### config.mk
export PLATFORM = sky130hd
export DESIGN_NAME = multicycle_controller
export DESIGN_NICKNAME = d
export VERILOG_FILES = /design/src/rtl/multicycle_controller.sv
export SDC_FILE = /design/constraint.sdc
export NUM_CORES = 1
export LEC_CHECK = 0
export CELL_PAD_IN_SITES_DETAIL_PLACEMENT = 2
export CELL_PAD_IN_SITES_GLOBAL_PLACEMENT = 2
export CORE_MARGIN = 3
export CORE_UTILIZATION = 13
export DETAILED_ROUTE_END_ITERATION = 16
export GPL_TIMING_DRIVEN = 0
export HOLD_SLACK_MARGIN = 0.03
export PLACE_DENSITY_LB_ADDON = 0.1
export SETUP_SLACK_MARGIN = 0.5
export SLEW_MARGIN = 30
export SYNTH_ARGS = -nofsm -noshare
export SYNTH_HDL_FRONTEND = slang
export SYNTH_SLANG_ARGS = --single-unit
### constraint.sdc
create_clock -name clk -period 1.19 [get_ports clk]
set_input_delay 0.119 -clock clk [delete_from_list [all_inputs] [get_ports clk]]
set_output_delay 0.119 -clock clk [all_outputs]
set_load 0.005 [all_outputs]
### src/rtl/multicycle_controller.sv
// multicycle_controller: control FSM for a multi-cycle datapath.
// Outputs are decoded from the registered state and the instruction register
// contents (IReg_out). Define CTRL_HALT_EN to support the HALT opcode (111111),
// which parks the FSM in HALT until reset. Without it, 111111 decodes as illegal.
module multicycle_controller (
  input  logic        clk,
  input  logic        reset,
  input  logic [31:0] IReg_out,
  input  logic        Branch,
  output logic        PCWrite,
  output logic        MemRead,
  output logic        MemWrite,
  output logic        IRWrite,
  output logic        MemtoReg,
  output logic        ALUSrcA,
  output logic        RegWrite,
  output logic        LUI,
  output logic        SWB,
  output logic [1:0]  PCSource,
  output logic [1:0]  ALUSrcB,
  output logic [2:0]  BranchType,
  output logic [3:0]  ALUOp,
  output logic        illegal,
  output logic [3:0]  state
);

  typedef enum logic [3:0] {
    S_FETCH   = 4'd0,
    S_DECODE  = 4'd1,
    S_EXEC    = 4'd2,
    S_ALU_WB  = 4'd3,
    S_MEM_RD  = 4'd4,
    S_MEM_WB  = 4'd5,
    S_MEM_WR  = 4'd6,
    S_BR_EVAL = 4'd7,
    S_BR_TAKE = 4'd8,
`ifdef CTRL_HALT_EN
    S_JUMP    = 4'd9,
    S_HALT    = 4'd10
`else
    S_JUMP    = 4'd9
`endif
  } state_e;

  localparam logic [5:0] OP_RTYPE = 6'b000000;
  localparam logic [5:0] OP_ADDI  = 6'b000001;
  localparam logic [5:0] OP_ORI   = 6'b000010;
  localparam logic [5:0] OP_LUI   = 6'b000011;
  localparam logic [5:0] OP_LW    = 6'b000100;
  localparam logic [5:0] OP_SW    = 6'b000101;
  localparam logic [5:0] OP_BEQ   = 6'b000110;
  localparam logic [5:0] OP_BNE   = 6'b000111;
  localparam logic [5:0] OP_J     = 6'b001000;
`ifdef CTRL_HALT_EN
  localparam logic [5:0] OP_HALT  = 6'b111111;
`endif

  state_e     state_q, state_d;
  logic [5:0] opcode;
  logic [3:0] funct;
  logic       is_branch_op;
  logic [2:0] branch_type;
  logic       unused_ir;

  assign opcode       = IReg_out[31:26];
  assign funct        = IReg_out[3:0];
  assign unused_ir    = ^IReg_out[25:4];
  assign is_branch_op = (opcode == OP_BEQ) || (opcode == OP_BNE);
  assign branch_type  = (opcode == OP_BEQ) ? 3'b001 :
                        (opcode == OP_BNE) ? 3'b010 : 3'b000;

  // State register; reset always lands in FETCH.
  // NOTE: sequential state uses non-blocking (<=) so every flop samples
  // pre-edge values; blocking here would create order-dependent races.
  always_ff @(posedge clk) begin
    if (reset) state_q <= S_FETCH;
    else       state_q <= state_d;
  end

  // Next-state and Moore output decode; reset forces every strobe low.
  // NOTE: every output gets a default before the case, so no path leaves a
  // signal unassigned and no latch is inferred.
  always_comb begin
    state_d    = S_FETCH;
    PCWrite    = 1'b0;
    MemRead    = 1'b0;
    MemWrite   = 1'b0;
    IRWrite    = 1'b0;
    MemtoReg   = 1'b0;
    ALUSrcA    = 1'b0;
    RegWrite   = 1'b0;
    LUI        = 1'b0;
    SWB        = 1'b0;
    PCSource   = 2'b00;
    ALUSrcB    = 2'b00;
    BranchType = 3'b000;
    ALUOp      = 4'b0000;
    illegal    = 1'b0;

    unique case (state_q)
      S_FETCH: begin
        IRWrite = 1'b1;
        PCWrite = 1'b1;
        ALUSrcB = 2'b01;
        state_d = S_DECODE;
      end
      S_DECODE: begin
        SWB = (opcode == OP_SW) || is_branch_op;
        case (opcode)
          OP_RTYPE, OP_ADDI, OP_ORI: state_d = S_EXEC;
          OP_LUI:                    state_d = S_ALU_WB;
          OP_LW:                     state_d = S_MEM_RD;
          OP_SW:                     state_d = S_MEM_WR;
          OP_BEQ, OP_BNE:            state_d = S_BR_EVAL;
          OP_J:                      state_d = S_JUMP;
`ifdef CTRL_HALT_EN
          OP_HALT:                   state_d = S_HALT;
`endif
          default: begin
            illegal = 1'b1;
            state_d = S_FETCH;
          end
        endcase
      end
      S_EXEC: begin
        ALUSrcA = 1'b1;
        case (opcode)
          OP_RTYPE: ALUOp = funct;
          OP_ADDI:  ALUSrcB = 2'b10;
          OP_ORI: begin
            ALUSrcB = 2'b11;
            ALUOp   = 4'b0011;
          end
          default: ;
        endcase
        state_d = S_ALU_WB;
      end
      S_ALU_WB: begin
        RegWrite = 1'b1;
        LUI      = (opcode == OP_LUI);
      end
      S_MEM_RD: begin
        MemRead = 1'b1;
        state_d = S_MEM_WB;
      end
      S_MEM_WB: begin
        RegWrite = 1'b1;
        MemtoReg = 1'b1;
      end
      S_MEM_WR: begin
        MemWrite = 1'b1;
        SWB      = 1'b1;
      end
      S_BR_EVAL: begin
        SWB        = 1'b1;
        BranchType = branch_type;
        state_d    = S_BR_TAKE;
      end
      S_BR_TAKE: begin
        BranchType = branch_type;
        PCSource   = 2'b11;
        PCWrite    = Branch;
      end
      S_JUMP: begin
        PCSource = 2'b10;
        PCWrite  = 1'b1;
      end
`ifdef CTRL_HALT_EN
      S_HALT: state_d = S_HALT;
`endif
      default: state_d = S_FETCH;
    endcase

    // Reset abandons the instruction: no write or strobe leaves the block.
    if (reset) begin
      PCWrite    = 1'b0;
      MemRead    = 1'b0;
      MemWrite   = 1'b0;
      IRWrite    = 1'b0;
      MemtoReg   = 1'b0;
      ALUSrcA    = 1'b0;
      RegWrite   = 1'b0;
      LUI        = 1'b0;
      SWB        = 1'b0;
      PCSource   = 2'b00;
      ALUSrcB    = 2'b00;
      BranchType = 3'b000;
      ALUOp      = 4'b0000;
      illegal    = 1'b0;
    end
  end

  // Debug view of the state; reads FETCH throughout reset.
  assign state = reset ? S_FETCH : state_q;

endmodule

==> out/summary.txt <==
Starting Density: 13.9%
commonest cells in the netlist: nor2_1, buf_2, nand2_1, nor2b_1, nor3_1
via count: 915
Setup Skew: 5.10 ps
most common cell in the netlist: nor2_1
post-DR wirelength/cell: 17.1 microns
CP Class: reg -> out
capturing element type of the critical path: primary output
total grt overflow: 0
number of flops mapped to enable cells by yosys: 0
yosys warns: 0
top cells by area, synth: dfxtp_1, nor2_1, nor2b_1
WHS: 381 ps
Max Clk Rate: 0.640 GHz
Total GRT Usage: 12.6%
Distinct cells, synth: 35
Final Setup Violations: 27
Syn Inst Count: 88
Max Slew Vio Count: 0
min Tclk post-route: 1560 ps
mapped cell area: 624 sq um
Critical Path Fanout Max: 5
Synth Area per Inst: 7.09 sq um
CTS Buffer Depth: 2
global-route wire length before repair: 5.41 mm
via/cell ratio: 4.24
DR pass1 iterations: 4
Post-Syn Nets: 123
Leakage: 0.692 nW
arrival time worst endpoint: 1440 ps
worst path required time: 1070 ps
top cell type's share of synthesized area: 12.8%
worst skew pair latency: 220 ps
Ant. Diodes: 0
type of origin of the critical path: flip-flop
Die Span Y: 75.3 microns
Final Wtd Congestion: 0.721
DRT antenna net count: 0
Post-DP HPWL: 2.17 mm
Final WS setup: -371 ps
outcome: complete, but fails checks
layout cells sized above 1: 71.3%
largest net degree at the start of global routing: 11
top_reg_cell synth: dfxtp_1
Horiz. Die Dim: 75.3 microns
post-route clock period utilization: 131%
TritonCTS clock tree: built
Worst-path clk slew: 40 ps
Starting DRT DRC Count: 27
Worst Hold Class: in -> reg
power per cell area: 509 mW/mm^2
pre-CTS setup slack: -938 ps
Final nets: 200
core footprint: 0.00450 sq mm
number of global-route vias before repair: 993
count of input and output buffers: 32
violated checks: negative setup slack
worst IR drop on VDD: 0.000265 V
number of filler cells placed in the layout: 516
DRC Markers: 0
CTS HTree Levels: 1
asr flop ratio synth: 0%
antenna violations before repair: 0
row cnt: 24
Largest register FFs: 4
Detailed Route WL: 3.70 mm
Root Buffer Master: clkbuf_8
Max-Cap Viols: 0
Fin. Hold Viols: 0
CTS buffer count: 3
Largest regs: state_q x4
#FFs+latches synth: 4
RSZ-0062 raised after global routing: true
Synth area leader: dfxtp_1
Biggest register: state_q
total I/O pin count: 60
Die ar.: 0.00567 sq mm
clock sink count: 4
Seq/Total Area, Yosys: 12.8%
Layout area overhead: 150%
-- worst paths after layout --
| check | start | to | slack [ps] | cells past startpoint |
|---|---|---|---|---|
| setup / recovery | state_q[2] | BranchType[0] | -370 | 6 |
| hold reg to reg | state_q[0] | state_q[3] | 680 | 3 |
| hold / removal | IReg_out[28] | state_q[2] | 380 | 3 |
| setup reg to reg | state_q[1] | state_q[1] | -270 | 8 |
-- critical path, stage by stage (launching register included) --
cell and delay [ps]:
dfxtp_4 370, buf_8 140, nor3_4 190, o2bb2ai_2 150
nand3b_1 120, nor2_1 120, buf_2 130
-- logic make-up (layout without fill, tap and decap cells) --
| kind of cell | Yosys count | in the layout | synth area share [%] |
|---|---|---|---|
| AOI/OAI and AO/OA | 9 | 9 | 9.42 |
| DFF | 4 | 4 | 12.8 |
| muxes | 1 | 1 | 2.40 |
| other | 1 | 1 | 0.601 |
| and+or+nand+nor | 62 | 62 | 63.1 |
| buffers and inverters | 9 | 85 | 8.82 |
| xor gates and xnor gates | 2 | 2 | 2.81 |
-- layout make-up --
| class | instances | area (sq um) | area share, % |
|---|---|---|---|
| multi-input combinational | 75 | 668 | 42.8 |
| timing repair buffer | 72 | 604 | 38.7 |
| sequential | 4 | 90.1 | 5.77 |
| buffer | 9 | 87.6 | 5.61 |
| tap | 52 | 65.1 | 4.17 |
| clock buffer | 4 | 45.0 | 2.89 |
-- power by group --
group | switching, mW | internal (mW)
Sequential | 0.00534 | 0.137
Combinational | 0.154 | 0.181
Clock | 0.0863 | 0.230
-- timing repair --
action                                  in CTS  in global routing
hold buffers                                 0                  0
resized for setup                          131                 22
endpoints found under the setup margin      28                 28
buffers inserted                            30                 10
pin swaps                                   22                 16
-- layer usage --
| layer | track usage (%) | vias up | part of all wire (%) | wire length, microns |
|---|---|---|---|---|
| met5 | 0 | - | 0 | 0 |
| met4 | 1.75 | 0 | 0 | 0 |
| met3 | 1.98 | 0 | 5.2 | 192 |
| met2 | 21.8 | 31 | 50 | 1840 |
| met1 | 16.8 | 428 | 45 | 1670 |
| li1 | - | 456 | - | - |
-- cells in the final DEF (no fill, tap or decap), types with 4 or more instances in the layout --
master / instances
buf_4: 19
buf_6: 27
nor3_2: 4
nor2_1: 11
clkdlybuf4s50_1: 5
nand4_1: 4
nor2b_4: 4
buf_2: 23
-- per-stage QoR --
stage,power [mW],cells,instance area (sq um),util [%],TNS [ps]
4_1_cts,0.735,206,1400,31.0,-6370
3_3_place_gp,0.364,172,1110,24.6,-12050
2_1_floorplan,0.275,88,724,-,0
3_5_place_dp,0.366,172,1110,24.6,-12440
6_report,0.795,216,1560,34.6,-6700
5_1_grt,0.845,216,1560,34.6,-8460
(Power assumes the default switching activity.)
